[src/rtl/uart_tx_param_if.sv]
// Host-side bundle for the parameterised UART transmitter: character push
// strobe/data, per-frame line configuration, and transmitter status.
interface uart_tx_param_if #(
  parameter int DATA_W     = 8,
  parameter int K_W        = 20,
  parameter int FIFO_DEPTH = 4
);
  localparam int CW = $clog2(FIFO_DEPTH) + 1;

  logic              Load;
  logic [DATA_W-1:0] out_port;
  logic              eight;
  logic              pen;
  logic              ohel;
  logic              two_stop;
  logic [K_W-1:0]    k;
  logic              txrdy;
  logic              transfer;
  logic              tx_busy;
  logic [CW-1:0]     fifo_count;
  logic              overflow;

  // Host side: pushes characters and sets line format, observes status.
  modport master (
    output Load, out_port, eight, pen, ohel, two_stop, k,
    input  txrdy, transfer, tx_busy, fifo_count, overflow
  );

  // Transmitter side.
  modport slave (
    input  Load, out_port, eight, pen, ohel, two_stop, k,
    output txrdy, transfer, tx_busy, fifo_count, overflow
  );
endinterface

[src/rtl/uart_tx_param.sv]
// Parameterised UART transmitter with a small transmit FIFO.
// Line format (data width, parity, stop bits, baud divisor) is captured when
// a character leaves the FIFO, so host changes only affect later frames.
// The serial output is registered one clock behind the state register, so a
// Load into an empty idle transmitter drops the line two edges later.
module uart_tx_param #(
  parameter int DATA_W     = 8,
  parameter int K_W        = 20,
  parameter int FIFO_DEPTH = 4
) (
  input  logic              clk,
  input  logic              reset,
  uart_tx_param_if.slave    bus
);
  localparam int AW = $clog2(FIFO_DEPTH);
  localparam int CW = AW + 1;
  localparam logic [3:0]    LAST_FULL  = 4'(DATA_W - 1);
  localparam logic [3:0]    LAST_SHORT = 4'(DATA_W - 2);
  localparam logic [CW-1:0] FULL_COUNT = CW'(FIFO_DEPTH);

  typedef enum logic [2:0] {
    IDLE   = 3'd0,
    START  = 3'd1,
    DATA   = 3'd2,
    PARITY = 3'd3,
    STOP   = 3'd4
  } state_t;

  // Parity bit that makes the total number of ones odd (odd=1) or even (odd=0).
  function automatic logic parity_of(input logic [DATA_W-1:0] d, input logic odd);
    return (^d) ^ odd;
  endfunction

  // FIFO storage
  logic [DATA_W-1:0] mem [FIFO_DEPTH];
  logic [AW-1:0]     wr_ptr;
  logic [AW-1:0]     rd_ptr;
  logic [CW-1:0]     count;
  logic              overflow_r;

  // Frame engine
  state_t            state;
  logic [K_W-1:0]    cnt;
  logic [3:0]        bit_cnt;
  logic [DATA_W-1:0] shreg;
  logic              par_bit;
  logic              lat_eight;
  logic              lat_pen;
  logic              lat_two_stop;
  logic [K_W-1:0]    lat_k;
  logic              transfer_r;

  logic              full;
  logic              push;
  logic              pop;
  logic              bit_done;
  logic              frame_end;
  logic [3:0]        last_idx;
  logic [DATA_W-1:0] head_masked;

  assign full      = (count == FULL_COUNT);
  assign push      = bus.Load & ~full;
  assign bit_done  = (cnt == {K_W{1'b0}});
  assign frame_end = (state == STOP) & bit_done & (~lat_two_stop | (bit_cnt == 4'd1));
  assign pop       = (count != {CW{1'b0}}) & ((state == IDLE) | frame_end);
  assign last_idx  = lat_eight ? LAST_FULL : LAST_SHORT;

  // Head character with the unused MSB cleared for short characters.
  always_comb begin
    head_masked = mem[rd_ptr];
    if (bus.eight) begin
      head_masked[DATA_W-1] = mem[rd_ptr][DATA_W-1];
    end else begin
      head_masked[DATA_W-1] = 1'b0;
    end
  end

  // FIFO pointers, occupancy and sticky overflow flag.
  always_ff @(posedge clk or posedge reset) begin
    if (reset) begin
      for (int i = 0; i < FIFO_DEPTH; i++) begin
        mem[i] <= {DATA_W{1'b0}};
      end
      wr_ptr     <= {AW{1'b0}};
      rd_ptr     <= {AW{1'b0}};
      count      <= {CW{1'b0}};
      overflow_r <= 1'b0;
    end else begin
      if (push) begin
        mem[wr_ptr] <= bus.out_port;
        wr_ptr      <= wr_ptr + AW'(1);
      end
      if (pop) begin
        rd_ptr <= rd_ptr + AW'(1);
      end
      case ({push, pop})
        2'b10:   count <= count + CW'(1);
        2'b01:   count <= count - CW'(1);
        default: count <= count;
      endcase
      if (bus.Load && full) begin
        overflow_r <= 1'b1;
      end
    end
  end

  // Frame state machine: bit timing, shifting and registered serial output.
  always_ff @(posedge clk or posedge reset) begin
    if (reset) begin
      state        <= IDLE;
      cnt          <= {K_W{1'b0}};
      bit_cnt      <= 4'd0;
      shreg        <= {DATA_W{1'b0}};
      par_bit      <= 1'b0;
      lat_eight    <= 1'b0;
      lat_pen      <= 1'b0;
      lat_two_stop <= 1'b0;
      lat_k        <= {K_W{1'b0}};
      transfer_r   <= 1'b1;
    end else begin
      case (state)
        IDLE: begin
          transfer_r <= 1'b1;
        end
        START: begin
          transfer_r <= 1'b0;
          if (bit_done) begin
            state   <= DATA;
            cnt     <= lat_k;
            bit_cnt <= 4'd0;
          end else begin
            cnt <= cnt - K_W'(1);
          end
        end
        DATA: begin
          transfer_r <= shreg[0];
          if (bit_done) begin
            shreg <= shreg >> 1;
            cnt   <= lat_k;
            if (bit_cnt == last_idx) begin
              state   <= lat_pen ? PARITY : STOP;
              bit_cnt <= 4'd0;
            end else begin
              bit_cnt <= bit_cnt + 4'd1;
            end
          end else begin
            cnt <= cnt - K_W'(1);
          end
        end
        PARITY: begin
          transfer_r <= par_bit;
          if (bit_done) begin
            state   <= STOP;
            cnt     <= lat_k;
            bit_cnt <= 4'd0;
          end else begin
            cnt <= cnt - K_W'(1);
          end
        end
        STOP: begin
          transfer_r <= 1'b1;
          if (frame_end) begin
            state <= IDLE;
          end else if (bit_done) begin
            cnt     <= lat_k;
            bit_cnt <= 4'd1;
          end else begin
            cnt <= cnt - K_W'(1);
          end
        end
        default: begin
          state      <= IDLE;
          transfer_r <= 1'b1;
        end
      endcase
      // Starting a frame (from idle or straight out of the last stop bit)
      // overrides whatever the state branch chose.
      if (pop) begin
        state        <= START;
        shreg        <= head_masked;
        par_bit      <= parity_of(head_masked, bus.ohel);
        lat_eight    <= bus.eight;
        lat_pen      <= bus.pen;
        lat_two_stop <= bus.two_stop;
        lat_k        <= bus.k;
        cnt          <= bus.k;
        bit_cnt      <= 4'd0;
      end
    end
  end

  assign bus.txrdy      = ~full;
  assign bus.transfer   = transfer_r;
  assign bus.tx_busy    = (state != IDLE) | (count != {CW{1'b0}});
  assign bus.fifo_count = count;
  assign bus.overflow   = overflow_r;

endmodule

[src/flat_wrapper.sv]
// flat-port wrapper written by rule: the top's interface ports become plain ports
module uart_tx_param_flat 
#(
  parameter int DATA_W     = 8,
  parameter int K_W        = 20,
  parameter int FIFO_DEPTH = 4
)
  (clk, reset, bus_Load, bus_out_port, bus_eight, bus_pen, bus_ohel, bus_two_stop, bus_k, bus_txrdy, bus_transfer, bus_tx_busy, bus_fifo_count, bus_overflow);
  uart_tx_param_if #(.DATA_W(DATA_W), .K_W(K_W), .FIFO_DEPTH(FIFO_DEPTH)) bus_i ();
  input  logic clk;
  input  logic reset;
  input wire logic [$bits(bus_i.Load)-1:0] bus_Load;
  input wire logic [$bits(bus_i.out_port)-1:0] bus_out_port;
  input wire logic [$bits(bus_i.eight)-1:0] bus_eight;
  input wire logic [$bits(bus_i.pen)-1:0] bus_pen;
  input wire logic [$bits(bus_i.ohel)-1:0] bus_ohel;
  input wire logic [$bits(bus_i.two_stop)-1:0] bus_two_stop;
  input wire logic [$bits(bus_i.k)-1:0] bus_k;
  output wire logic [$bits(bus_i.txrdy)-1:0] bus_txrdy;
  output wire logic [$bits(bus_i.transfer)-1:0] bus_transfer;
  output wire logic [$bits(bus_i.tx_busy)-1:0] bus_tx_busy;
  output wire logic [$bits(bus_i.fifo_count)-1:0] bus_fifo_count;
  output wire logic [$bits(bus_i.overflow)-1:0] bus_overflow;
  assign bus_i.Load = bus_Load;
  assign bus_i.out_port = bus_out_port;
  assign bus_i.eight = bus_eight;
  assign bus_i.pen = bus_pen;
  assign bus_i.ohel = bus_ohel;
  assign bus_i.two_stop = bus_two_stop;
  assign bus_i.k = bus_k;
  assign bus_txrdy = bus_i.txrdy;
  assign bus_transfer = bus_i.transfer;
  assign bus_tx_busy = bus_i.tx_busy;
  assign bus_fifo_count = bus_i.fifo_count;
  assign bus_overflow = bus_i.overflow;
  uart_tx_param #(.DATA_W(DATA_W), .K_W(K_W), .FIFO_DEPTH(FIFO_DEPTH)) u_core (.clk(clk), .reset(reset), .bus(bus_i));
endmodule
[config.mk]
export PLATFORM = sky130hd
export DESIGN_NAME = uart_tx_param_flat
export DESIGN_NICKNAME = d
export VERILOG_FILES = /design/src/rtl/uart_tx_param_if.sv /design/src/rtl/uart_tx_param.sv /design/src/flat_wrapper.sv
export SDC_FILE = /design/constraint.sdc
export NUM_CORES = 1
export LEC_CHECK = 0
export ABC_AREA = 1
export CORE_AREA = 2 2 92 160
export CTS_CLUSTER_SIZE = 12
export DETAILED_ROUTE_END_ITERATION = 6
export DIE_AREA = 0 0 94 162
export GPL_TIMING_DRIVEN = 0
export PLACE_DENSITY = 0.55
export SKIP_LAST_GASP = 1
export SLEW_MARGIN = 20
export SYNTH_ARGS = -nofsm -noshare
export SYNTH_HDL_FRONTEND = slang
export SYNTH_SLANG_ARGS = --single-unit
[constraint.sdc]
create_clock -name clk -period 3.95 [get_ports clk]
set_input_delay 0.5925 -clock clk [delete_from_list [all_inputs] [get_ports clk]]
set_output_delay 0.5925 -clock clk [all_outputs]
set_load 0.005 [all_outputs]
==> metrics, run 1 <==
outcome finished clean; Final period util 78.2%; CTS sink cnt 100; Core Region 13900 µm²; GR peak layer met2; Die Y-Extent 162 µm; compound-cell area share of the yosys netlist 7.76%; final WL 14600 µm; TritonCTS buffer count 9; pwr dens a little under 900 nW/µm²; sequential share of power approximately 33%; Critical path origin u_core.cnt[0]; top cell type by total area after synthesis dfrtp_1; relative slew slack about half; mux cell area share after synthesis 0%; DR iter-0 viols 238; P_int 3.08 mW; gr usage total 20.4%; critical path's slowest cell dfrtp_1; Synth Warn # 0; post-CTS setup buffers 0; max cap viols 0; Setup WS pre-CTS 845 ps; Seq cells post-synth 100; crit end category flip-flop; total die area 15200 µm²; Reg clk slew, reported paths 70 ps; NetSw 2.55 mW; crit-path cells inv_1 -> ha_1 -> nand2_2 -> nor2_8 -> nand2_4 -> nor2_8 -> nand3_4 -> a21oi_4 -> buf_4 -> ha_1 -> inv_1 -> fa_1 -> a21oi_1 -> o21ai_0 -> xnor2_1; P&R area growth vs syn 17.8%; Adder-Cell Fraction of Synth Area under 10%; most common cell after layout, fill and taps aside nand2_1; DRT Pass-1 Iters 5; CTS tree built; WL/cell 14.9 µm; vias per cell between 5 and 6; Placement Rows 57; PortBufs 41; switching share of power 45.2%; clock latency on the worst-skew pair 350 ps; placed cell count 960; Fin Hold WS 472 ps; Mapped Nets slightly below 800; Lkg Pwr roughly 3.3 nW; Residual DRC 0; ratio of cells with drive above 1 in the final layout 6.01%; Cell variety after synth 34; Worst Skew 8.25 ps; Slew Viols, Final 0; layout net count 838; RSZ-0062 raised after global routing false; largest stage delay on the critical path 410 ps; VDD IR max 375 µV; Bufs on Longest Clock Path 2; via count around 4900; CTS H-Tree Depth 3; GR Layer Usage met3 about 2.8%; fin util ~46%; Die W 94 µm; Worst-Margin Slew 740 ps; GRT met2 Usage approximately two fifths; post-synthesis sequential area ratio 45.8%; dpl cell area 6120 µm²; Clk pwr share 16.9%; GPL Wtd Cong about 0.94; CTS root buf clkbuf_16; post-synthesis xor/xnor area fraction between 2 and 3%; Simple-Gate Fraction of Synth Area 34.9%; worst path required time 4180 ps; CTS Hold Buffers Added 0; Initial Util 39.3%; most frequent cells in the layout nand2_1, dfrtp_1, nand3_1; Critical Path Fanout Max 10; Final Worst Setup Slack 862 ps; CP startpoint kind flip-flop; critical path class flip-flop to flip-flop; Max Clk Rate roughly 320 MHz; Boundary Pins 42; top cells by area, synth dfrtp_1, nand2_1, nand3_1; Worst setup endpoint u_core.bus.fifo_count[2]; Mapped Cells around 740; Final Hold Vio Count 0; combinational share of power about half; fin cells between 900 and 1000; Mean Syn Cell Area around 7.4 µm²; post-route design area 6440 µm²; grt ovf 0; global routing met1 resource utilization 21.2%; ANT cells 0; r2r startpoint u_core.cnt[0]; Filler cells around 1400; main combinational cell family by area after synthesis simple AND/OR/NAND/NOR gates; Final setup violation count 0; Detail Placement HPWL around 11000 µm; Tmin final 3090 ps; Hold Path Class flip-flop to flip-flop; crit path DAT 3320 ps; first-pass GRT wire length 24400 µm; Synth top area share about 45%; Worst R2R Path Depth 15; cell area after synthesis roughly 5500 µm²; number of global-route vias before repair 5021; reg2reg end u_core.bus.fifo_count[2]; Routed Antenna Nets 0; reg2reg setup slack about 860 ps; PostCTS Resize Cnt 0; initial antenna violation count 0; largest net degree at the start of global routing 62
==> cell usage after synthesis <==
master,count
nand2_1,319
dfrtp_1,99
nand3_1,73
inv_1,55
o21ai_0,53
nor2_1,35
clkbuf_1,10
xor2_1,10
ha_1,8
o21ai_1,8
xnor2_1,8
a21oi_1,7
buf_2,7
o211ai_1,7
nor3_1,6
buf_4,5
nand2_2,5
nand4_1,5
nor2_2,3
buf_6,2
nor2_8,2
o21bai_1,2
a21oi_4,1
buf_1,1
clkinv_1,1
dfstp_2,1
fa_1,1
inv_2,1
nand2_4,1
nand3_2,1
nand3_4,1
nor2_4,1
nor4_1,1
or2_2,1
==> final cells by class <==
class	instances	area (µm²)	area share, %
Multi-Input combinational cell	559	2610	40.5
Sequential cell	100	2500	38.9
Timing Repair Buffer	42	430	6.69
Clock buffer	11	233	3.62
Tap cell	177	221	3.44
Inverter	57	219	3.40
Buffer	25	136	2.12
Clock inverter	5	83.8	1.30
==> through the flow <==
step / TNS (ps) / total power, mW
floorplan: 0 / 3.89
global placement: -93060 / 4.65
detailed placement: 0 / 4.72
CTS: 0 / 5.69
global route: 0 / 6.21
finish: 0 / 5.63
==> power groups by stage <==
stage	Combinational [mW]	Sequential (mW)	Clock [mW]
floorplan	2.12	1.76	0
global route	3.28	1.91	1.02
global placement	2.81	1.84	0
CTS	2.88	1.84	0.978
detailed placement	2.88	1.84	0
finish	2.84	1.84	0.953
==> cells by family (layout without fill, tap and decap cells) <==
logic type	Yosys count	in the layout
xor+xnor	18	18
fa+ha+maj	9	9
simple gates	454	454
buf+inv	82	140
flops	100	100
compound gates	78	78
==> per-layer routing <==
metal  vias to the layer above  share of wire [%]  routed length, µm
met2                        96                 57               8260
li1                       2463                  -                  -
met4                         0                3.0                437
met1                      2307                 37               5370
met5                         -                  0                  0
met3                        25                3.5                505
==> how the worst min path moves through the flow <==
stage,from,endpoint,slack [ps],depth (start not counted)
after floorplan,u_core.lat_k[18],u_core.lat_k[18],440,2
after global placement,u_core.lat_k[12],u_core.lat_k[12],460,2
after detailed placement,u_core.lat_k[9],u_core.lat_k[9],460,2
after CTS,u_core.lat_k[1],u_core.lat_k[1],480,2
after global routing,u_core.par_bit,u_core.par_bit,500,2
final,u_core.lat_k[18],u_core.lat_k[18],470,2
==> worst max-delay path: cells and delay by family (launching register included) <==
family	cells	cell delay, ps
simple gates	5	770
fa+ha+maj	3	760
compound gates	3	510
flops	1	410
buf+inv	3	400
xor+xnor	1	130
==> state kept, by name (all words and copies together) (netlist names), 2 cells and up <==
name                   count
u_core.rd_ptr              2
u_core.shreg               8
u_core.bus.fifo_count      3
u_core.state               3
u_core.wr_ptr              2
u_core.cnt                20
u_core.lat_k              20
u_core.bit_cnt             4
u_core.mem                32
Note: power is estimated with default switching activity, not from simulation.
==> inputs of run 2 (changes only) <==
Settings changed: PLACE_DENSITY 0.55 to 0.57.
Clock period 3.95 ns to 2.5 ns, I/O delays scaled along.
==> run 2 against run 1 <==
  * Via count grew 2.0%
  * Sequential power grew 58%
  * Cell count grew 0.82%
  * Clock power grew 42%
  * Worst setup slack lost 840 ps
  * Total power grew 59%
  * Clock skew grew 3.6 ps
  * Core utilization grew 0.81 points
  * Fmax grew 25%
  * Combinational power grew 66%
  * Clock-buffer cell count shrank 1
  * Sequential share of layout area shrank 0.67 points
  * Highest routed layer unchanged
==> metrics, run 2 (synthesis gave the netlist of run 1 again) <==
outcome finished clean; most common cell after layout, fill and taps aside nand2_1; post-route design area 6550 µm² (+1.7%); Critical Path Fanout Max 5 (-5); Setup WS pre-CTS -386 ps (-1230 ps); Final Worst Setup Slack 27.1 ps (-835 ps); Worst R2R Path Depth 14 (-1); Detail Placement HPWL 11200 µm (+1.8%); dpl cell area 6200 µm² (+1.3%); max reg flops 32 (unchanged); Largest Register u_core.mem; GPL Wtd Cong 0.941 (about the same); P&R area growth vs syn 19.9%; first-pass GRT wire length 24900 µm (+2.0%); initial antenna violation count 0 (unchanged); via count 4991 (+2.0%); Die W 94 µm (unchanged); Tmin final 2470 ps (-615 ps); Final setup violation count 0 (unchanged); ANT cells 0 (unchanged); Bufs on Longest Clock Path 2 (unchanged); largest net degree at the start of global routing 29 (-53%); Worst-Margin Slew 645 ps (-94.7 ps); clock latency on the worst-skew pair 350 ps (about the same); CTS tree built; GR peak layer met2; Core Region 13900 µm² (unchanged); grt ovf 0 (unchanged); number of global-route vias before repair 5116 (+1.9%); Boundary Pins 42 (unchanged); GR Layer Usage met3 2.97% (+0.14 points); reg2reg end u_core.bus.fifo_count[2]; gr usage total 20.8% (+0.38 points); Die Y-Extent 162 µm (unchanged); CTS H-Tree Depth 3 (unchanged); layout net count 846 (+0.95%); Residual DRC 0 (unchanged); critical path class flip-flop to flip-flop; most frequent cells in the layout nand2_1, dfrtp_1, nand3_1; CP startpoint kind flip-flop; DR iter-0 viols 210 (-12%); fin util 47.1% (+0.81 points); Hold Path Class primary input to asynchronous set/reset pin; Routed Antenna Nets 0 (unchanged); DRT Pass-1 Iters 5 (unchanged); Worst Skew 11.9 ps (+3.63 ps); PortBufs 41 (unchanged); CTS sink cnt 100 (unchanged); ratio of cells with drive above 1 in the final layout 8.43% (+2.4 points); WL/cell 15.0 µm (+0.27%); VDD IR max 488 µV (+30%); CTS root buf clkbuf_16; total die area 15200 µm² (unchanged); Reg clk slew, reported paths 80 ps (about the same); Fin Setup TNS 0 ps (unchanged); final WL 14700 µm (+1.1%); Initial Util 39.3% (unchanged); Final period util 98.9% (+21 points); biggest regs u_core.mem x32, u_core.cnt x20, u_core.lat_k x20; TritonCTS buffer count 9 (unchanged); Slew Viols, Final 0 (unchanged); r2r startpoint u_core.cnt[11]; global routing met1 resource utilization 22.1% (+0.94 points); worst path required time 2740 ps (-1440 ps); Placement Rows 57 (unchanged); Lkg Pwr 3.34 nW (+1.3%); crit path DAT 2710 ps (-610 ps); relative slew slack 56.7% (+6.4 points); crit end category flip-flop; vias per cell 5.07 (+1.2%); reg2reg setup slack 30 ps (-840 ps); Final Hold Vio Count 0 (unchanged); RSZ-0062 raised after global routing true; GRT met2 Usage 40.2% (+0.49 points); CTS Hold Buffers Added 0 (unchanged); max cap viols 0 (unchanged); Max Clk Rate 404 MHz (+25%); pwr dens 1370 nW/µm² (+56%)
## run 2: area by class of cell
class | count | area (µm²)
Clock buffer | 10 | 229
Inverter | 57 | 218
Tap cell | 177 | 221
Fill cell | 1487 | 7360
Clock inverter | 6 | 47.5
Sequential cell | 100 | 2500
Timing Repair Buffer | 50 | 515
Multi-Input combinational cell | 559 | 2670
Buffer | 25 | 144
## run 2: worst max-delay path by stage
stage                                     to            from  cells after the start  slack [ps]
floorplan           u_core.bus.fifo_count[2]   u_core.cnt[0]                     15        0.02
global placement    u_core.bus.fifo_count[2]   u_core.cnt[0]                     15        -360
finish              u_core.bus.fifo_count[2]  u_core.cnt[11]                     14          30
global route        u_core.bus.fifo_count[2]  u_core.cnt[11]                     14        -140
CTS                          u_core.shreg[5]   u_core.cnt[1]                     11          20
detailed placement  u_core.bus.fifo_count[2]   u_core.cnt[0]                     15        -390
## run 2: worst max-delay path: stages, from the launching register on
cell and delay [ps]:
dfrtp_1 420, nor2_1 190, nand2_2 110, nor2_4 140, nand2_4 90, nor2_8 100, nand3_4 110, a21oi_4 210
buf_8 120, ha_4 110, inv_2 50, fa_2 370, a21oi_2 120, o21ai_1 80, xnor2_1 120
## run 2: layer usage
metal,vias up,wire length (µm)
li1,2472,-
met1,2395,5480
met2,97,8310
met3,27,461
met4,0,484
met5,-,0
## run 2: repair_timing
item,4_1_cts,5_1_grt
gates resized for setup,3,4
pin swaps,4,1
setup endpoints to repair,2,8
setup buffers,6,0
## run 2: power by group
group / switching, mW / internal [mW]
Clock: 0.661 / 0.688
Sequential: 0.508 / 2.39
Combinational: 2.99 / 1.72
## run 2: metrics by stage
stage	std cells	total power [mW]	hold slack [ps]
finish	984	8.97	441
global route	984	9.88	499
CTS	984	9.02	463
detailed placement	962	7.57	460
global placement	959	7.42	456
floorplan	741	6.22	437
==> edit 1: new RTL, settings of run 2 <==
`DATA_W` is set to 8 in 3 places; all go to 6.
--- a/src/rtl/uart_tx_param_if.sv
+++ b/src/rtl/uart_tx_param_if.sv
@@ -1,7 +1,7 @@
 // Host-side bundle for the parameterised UART transmitter: character push
 // strobe/data, per-frame line configuration, and transmitter status.
 interface uart_tx_param_if #(
-  parameter int DATA_W     = 8,
+  parameter int DATA_W     = 6,
   parameter int K_W        = 20,
   parameter int FIFO_DEPTH = 4
 );
--- a/src/rtl/uart_tx_param.sv
+++ b/src/rtl/uart_tx_param.sv
@@ -4,7 +4,7 @@
 // The serial output is registered one clock behind the state register, so a
 // Load into an empty idle transmitter drops the line two edges later.
 module uart_tx_param #(
-  parameter int DATA_W     = 8,
+  parameter int DATA_W     = 6,
   parameter int K_W        = 20,
   parameter int FIFO_DEPTH = 4
 ) (
--- a/src/flat_wrapper.sv
+++ b/src/flat_wrapper.sv
@@ -1,7 +1,7 @@
 // flat-port wrapper written by rule: the top's interface ports become plain ports
 module uart_tx_param_flat 
 #(
-  parameter int DATA_W     = 8,
+  parameter int DATA_W     = 6,
   parameter int K_W        = 20,
   parameter int FIFO_DEPTH = 4
 )
Interface: changed (resized bus_out_port); port bits go from 42 to 40. No check against the original RTL was run, so the function may have changed too.
==> edit 1 against run 2 <==
- via count decreased by 8.9%
- routed wire length is 5.9% lower
- synthesized area shrank 8.5%
- power fell by 6.5%
- sequential cell count decreased by 10
- largest power group unchanged
- worst setup slack improved by 72 ps
- fmax grew 3.0%
- design area is 5.6% lower
==> edit 1: results (changes against run 2) <==
.. list-table::
   :header-rows: 1

   * - Metric
     - Value
   * - Met1 layer usage reported by global route
     - 0.203 (-0.0176)
   * - Met3 wire length
     - 398 um (-14%)
   * - Path category of the worst min-delay check
     - in2async
   * - Global-route track usage on met3
     - 0.0311 (+0.00139)
   * - Share of total power in the clock network
     - 0.185 (+0.035)
   * - Weighted congestion at the end of routability-driven global placement
     - 0.957 (+1.7%)
   * - Mean cell area of the mapped netlist
     - 7.48 um2 (+1.5%)
   * - Worst setup path startpoint
     - u_core.cnt[13]
   * - Worst IR Drop VDD
     - 0.000568 V (+16%)
   * - Setup Skew
     - 7.49 ps (-4.38 ps)
   * - Int Pwr
     - 0.00473 W (-1.4%)
   * - Crit path DAT
     - 2630 ps (-80 ps)
   * - Initial antenna violation count
     - 0 (unchanged)
   * - Post-placement setup slack
     - -482 ps (-95.9 ps)
   * - Post-synthesis adder-cell area fraction
     - 0.0240 (+0.00205)
   * - Number of search-and-repair iterations in the first detailed-routing pass
     - 4 (-1)
   * - Length of routed met2 wiring
     - 7790 um (-6.2%)
   * - Leakage power of the design
     - 3.04 nW (-8.8%)
   * - Flop2flop setup slack
     - 100 ps (+70 ps)
   * - Wire length reported by the detailed router
     - 13,900 um (-5.9%)
   * - First-pass GRT wire length
     - 22,600 um (-9.0%)
   * - Layout cell share with drive strength beyond 1
     - 0.112 (+0.0281)
   * - GRT met2 Usage
     - 0.361 (-0.0412)
   * - Worst Tran Pin Value
     - 726 ps (+80.7 ps)
   * - Average wire per standard cell
     - 15.1 um (+1.1%)
   * - Max stage delay on crit path
     - 420 ps (about the same)
   * - Async set or reset register ratio after synthesis
     - 1.00 (unchanged)
   * - Regs by FF count
     - u_core.mem: 24 flops, u_core.cnt: 20 flops, u_core.lat_k: 20 flops
   * - Cells taking the most area after synthesis
     - dfrtp_1 (45%), nand2_1 (16%), nand3_1 (11%), o21ai_0 (5.8%), inv_1 (5.1%)
   * - Synth Area in XOR/XNOR
     - 0.0193 (-0.00957)
   * - Most instantiated cells after synthesis
     - nand2_1 (214), nand3_1 (105), dfrtp_1 (89)
   * - Post-DP Area
     - 0.00568 mm2 (-8.5%)
   * - Critical register-to-register path startpoint
     - u_core.cnt[13]
   * - Starting DRC count in detailed routing
     - 200 (-4.8%)
   * - Final critical path time including I/O delays and setup
     - 2400 ps (-71.5 ps)
   * - Overall global routing resource usage
     - 0.190 (-0.0179)
   * - Post-Syn Nets
     - 710 (-9.6%)
   * - Drt via density
     - 4.97 (-2.1%)
   * - Estimated wirelength of the detail-placed design
     - 10,400 um (-6.6%)
   * - Number of global-route vias before repair
     - 4,668 (-8.8%)
   * - Compound-gate portion of the synthesized area
     - 0.0886 (+0.0110)
   * - Buffers added on ports
     - 39 (-4.9%)
   * - Combinational cell fraction of total power
     - 0.495 (-0.031)
   * - Largest net degree at the start of global routing
     - 33 (+14%)
   * - Post-Place Cells
     - 886 (-7.9%)
   * - Crit-path max FO
     - 4 (-1)
   * - Power in sequential cells
     - 0.00268 W (-7.6%)
   * - Run status
     - finished, final reports clean
   * - Share of the yosys chip area belonging to registers
     - 0.451 (-0.00728)
==> edit 1: changes by cell type in the layout (fill, tap and decap cells not counted), moves of 4 or more <==
cell / delta
inv_1: +13
nand4_1: +4
xor2_1: -7
o21ai_1: -4
dfrtp_1: -13
o21ai_0: +5
buf_2: +4
buf_4: +5
nor2_2: +4
nand2_1: -106
nand3_1: +32
==> edit 1: area by class of cell <==
| class | instances | area (um2) |
|---|---|---|
| Tap cell | 177 | 221 |
| Timing Repair Buffer | 56 | 543 |
| Multi-Input combinational cell | 482 | 2400 |
| Buffer | 25 | 161 |
| Clock inverter | 6 | 105 |
| Clock buffer | 10 | 229 |
| Fill cell | 1449 | 7720 |
| Inverter | 70 | 269 |
| Sequential cell | 90 | 2260 |
==> edit 1: what timing repair did <==
item | 4_1_cts | 5_1_grt
hold buffers | 0 | 0
pin swaps | 5 | 9
gates resized for setup | 8 | 15
setup endpoints to repair | 2 | 2
setup buffers | 7 | 8
==> edit 2: new RTL, config.mk and constraints of run 2 <==
Made on the original files. Encoding of `state_t`: now Gray code (3 bits for 5 states).
--- a/src/rtl/uart_tx_param.sv
+++ b/src/rtl/uart_tx_param.sv
@@ -19,11 +19,11 @@
   localparam logic [CW-1:0] FULL_COUNT = CW'(FIFO_DEPTH);
 
   typedef enum logic [2:0] {
-    IDLE   = 3'd0,
-    START  = 3'd1,
-    DATA   = 3'd2,
-    PARITY = 3'd3,
-    STOP   = 3'd4
+    IDLE   = 3'b000,
+    START  = 3'b001,
+    DATA   = 3'b011,
+    PARITY = 3'b010,
+    STOP   = 3'b110
   } state_t;
 
   // Parity bit that makes the total number of ones odd (odd=1) or even (odd=0).
Behaviour: same outputs for any inputs over 10 cycles, from zero or initial values and one cycle with reset high; not proved beyond that.
==> edit 2 against run 2 <==
- the flow now finishes with violations (setup timing)
- non-clock buffer count grew 6
- design area increased by 2.5%
- clock skew is 1.8 ps higher
- routed wire length is 6.1% higher
- critical endpoint unchanged
- largest power group unchanged
- synthesized area grew 1.6%
- power up 1.1%
- worst setup slack got worse by 51 ps
- sequential cell count is the same
- final cell count is 4.6% higher
==> edit 2: results (changes against run 2) <==
.. list-table::
   :header-rows: 1

   * - Metric
     - Value
   * - Count of cell types in the netlist
     - 32 (-5.9%)
   * - Starting DRC count in detailed routing
     - 269 (+28%)
   * - Yosys Warn Count
     - 0 (unchanged)
   * - Post-synth top flop
     - dfrtp_1
   * - Regs by FF count
     - u_core.mem: 32 flops, u_core.cnt: 20 flops, u_core.lat_k: 20 flops
   * - Number of search-and-repair iterations in the first detailed-routing pass
     - 5 (unchanged)
   * - Post-placement setup slack
     - -382 ps (+4.26 ps)
   * - Crit path DAT
     - 2760 ps (+50 ps)
   * - Final Setup Violations
     - 1 (+1)
   * - Failing checks
     - setup timing
   * - Largest net degree at the start of global routing
     - 34 (+17%)
   * - Worst IR Drop VDD
     - 0.000466 V (-4.6%)
   * - Number of global-route vias before repair
     - 5,076 (-0.78%)
   * - Weighted congestion at the end of routability-driven global placement
     - 0.950 (+1.0%)
   * - Maximum number of buffers from clock root to sink
     - 2 (unchanged)
   * - Leakage power of the design
     - 3.42 nW (+2.5%)
   * - Drt via density
     - 5.04 (-0.60%)
   * - Num CTS Buffers
     - 9 (unchanged)
   * - Setup Skew
     - 13.6 ps (+1.76 ps)
   * - Path category of the worst min-delay check
     - in2async
   * - Comb pwr
     - 0.00478 W (+1%)
   * - Overall global routing resource usage
     - 0.213 (+0.00459)
   * - Mean cell area of the mapped netlist
     - 7.11 um2 (-3.6%)
   * - Power in sequential cells
     - 0.00294 W (+1%)
   * - Post-Syn Nets
     - 825 (+5.1%)
   * - Buffers added on ports
     - 41 (unchanged)
   * - Average wire per standard cell
     - 15.2 um (+1.5%)
   * - Source-to-sink clock delay at the later pin of the worst-skew pair
     - 360 ps
   * - Fin worst setup slack
     - -24.0 ps (-51.1 ps)
   * - Number of nets in the finished design
     - 891 (+5.3%)
   * - First-pass GRT wire length
     - 24,800 um (-0.33%)
   * - Number of antenna diodes
     - 0 (unchanged)
   * - Share of the yosys chip area belonging to registers
     - 0.451 (-0.00743)
   * - Clock-pin slew of the registers on the worst-case setup and hold paths
     - 70 ps
   * - Worst Tran Pin Value
     - 751 ps (+106 ps)
   * - Post-Place Cells
     - 1,002 (+4.2%)
   * - Crit-path max FO
     - 5 (unchanged)
   * - Estimated wirelength of the detail-placed design
     - 11,800 um (+5.6%)
   * - Worst setup path startpoint
     - u_core.cnt[9]
   * - Most instantiated cells after synthesis
     - nand2_1 (296), dfrtp_1 (99), inv_1 (92)
   * - Power group with the highest consumption
     - combinational logic
   * - Library cell used as clock root buffer
     - clkbuf_16
   * - Maximum level of the CTS H-tree
     - 3 (unchanged)
   * - Cells taking the most area after synthesis
     - dfrtp_1 (45%), nand2_1 (20%), o21ai_0 (7.5%), inv_1 (6.2%), nand3_1 (5.8%)
   * - Critical Path Sink
     - u_core.bus.fifo_count[2]
   * - Wire length reported by the detailed router
     - 15,600 um (+6.1%)
   * - Net switching power
     - 0.00422 W (+1.4%)
   * - Layout cell share with drive strength beyond 1
     - 0.0939 (+0.00963)
   * - Run status
     - finished, violations left
## edit 2: cell families after synthesis
kind of cell / Yosys count / synth area share
buffers and inverters: 119 / 0.0856
adder cells (fa/ha/maj): 9 / 0.0216
AND/OR/NAND/NOR: 436 / 0.325
AO/OA/AOI/OAI: 106 / 0.100
flip-flops: 100 / 0.451
XOR/XNOR: 11 / 0.0173
## edit 2: what timing repair did
item	CTS	global route
cloned	0	0
gates resized for setup	4	17
setup buffers	4	7
endpoints found under the hold margin	0	0
pin swaps	3	10
endpoints found under the setup margin	3	10
## edit 2: cell type report
cell class / instances / area [um2]
repair buffers: 55 / 553
clock buffers: 11 / 243
plain buffers: 26 / 138
clock inverters: 5 / 35.0
multi-input cells: 562 / 2670
flip-flops and latches: 100 / 2510
inverters: 93 / 353
fillers: 1385 / 7190
well taps: 177 / 221
## edit 2: layer usage
layer  vias to the layer above  GRT usage  share of wire  wire [um]
li1                       2584          -              -          -
met1                      2434      0.221           0.37       5750
met2                       121      0.389           0.54       8380
met3                        49     0.0269          0.036        562
met4                         0      0.143          0.060        939
met5                         -          0              0          0
## edit 2: stage by stage
step                      TNS (ps)  hold WS, ps  total power [W]   util  instance area [um2]
after floorplan                  0          437          0.00614      -                 5600
after global placement      -13720          456          0.00741  0.448                 6230
after detailed placement      -671          463          0.00752  0.452                 6290
after CTS                    -89.7          340          0.00897  0.476                 6620
after global routing          -233          352          0.00991  0.483                 6720
final                        -24.0          335          0.00907  0.483                 6720
## edit 2: critical path, cell delays in order, from the launching register on
cell     delay, ps
dfrtp_2        450
nor2_4         210
nand2_4         80
nor2_4         130
nand2_2         80
nor2_4         180
nand3_4        120
a21oi_4        190
buf_8          120
ha_4           120
inv_2           40
fa_2           350
a21oi_2        130
o21ai_1         90
xnor2_1        120
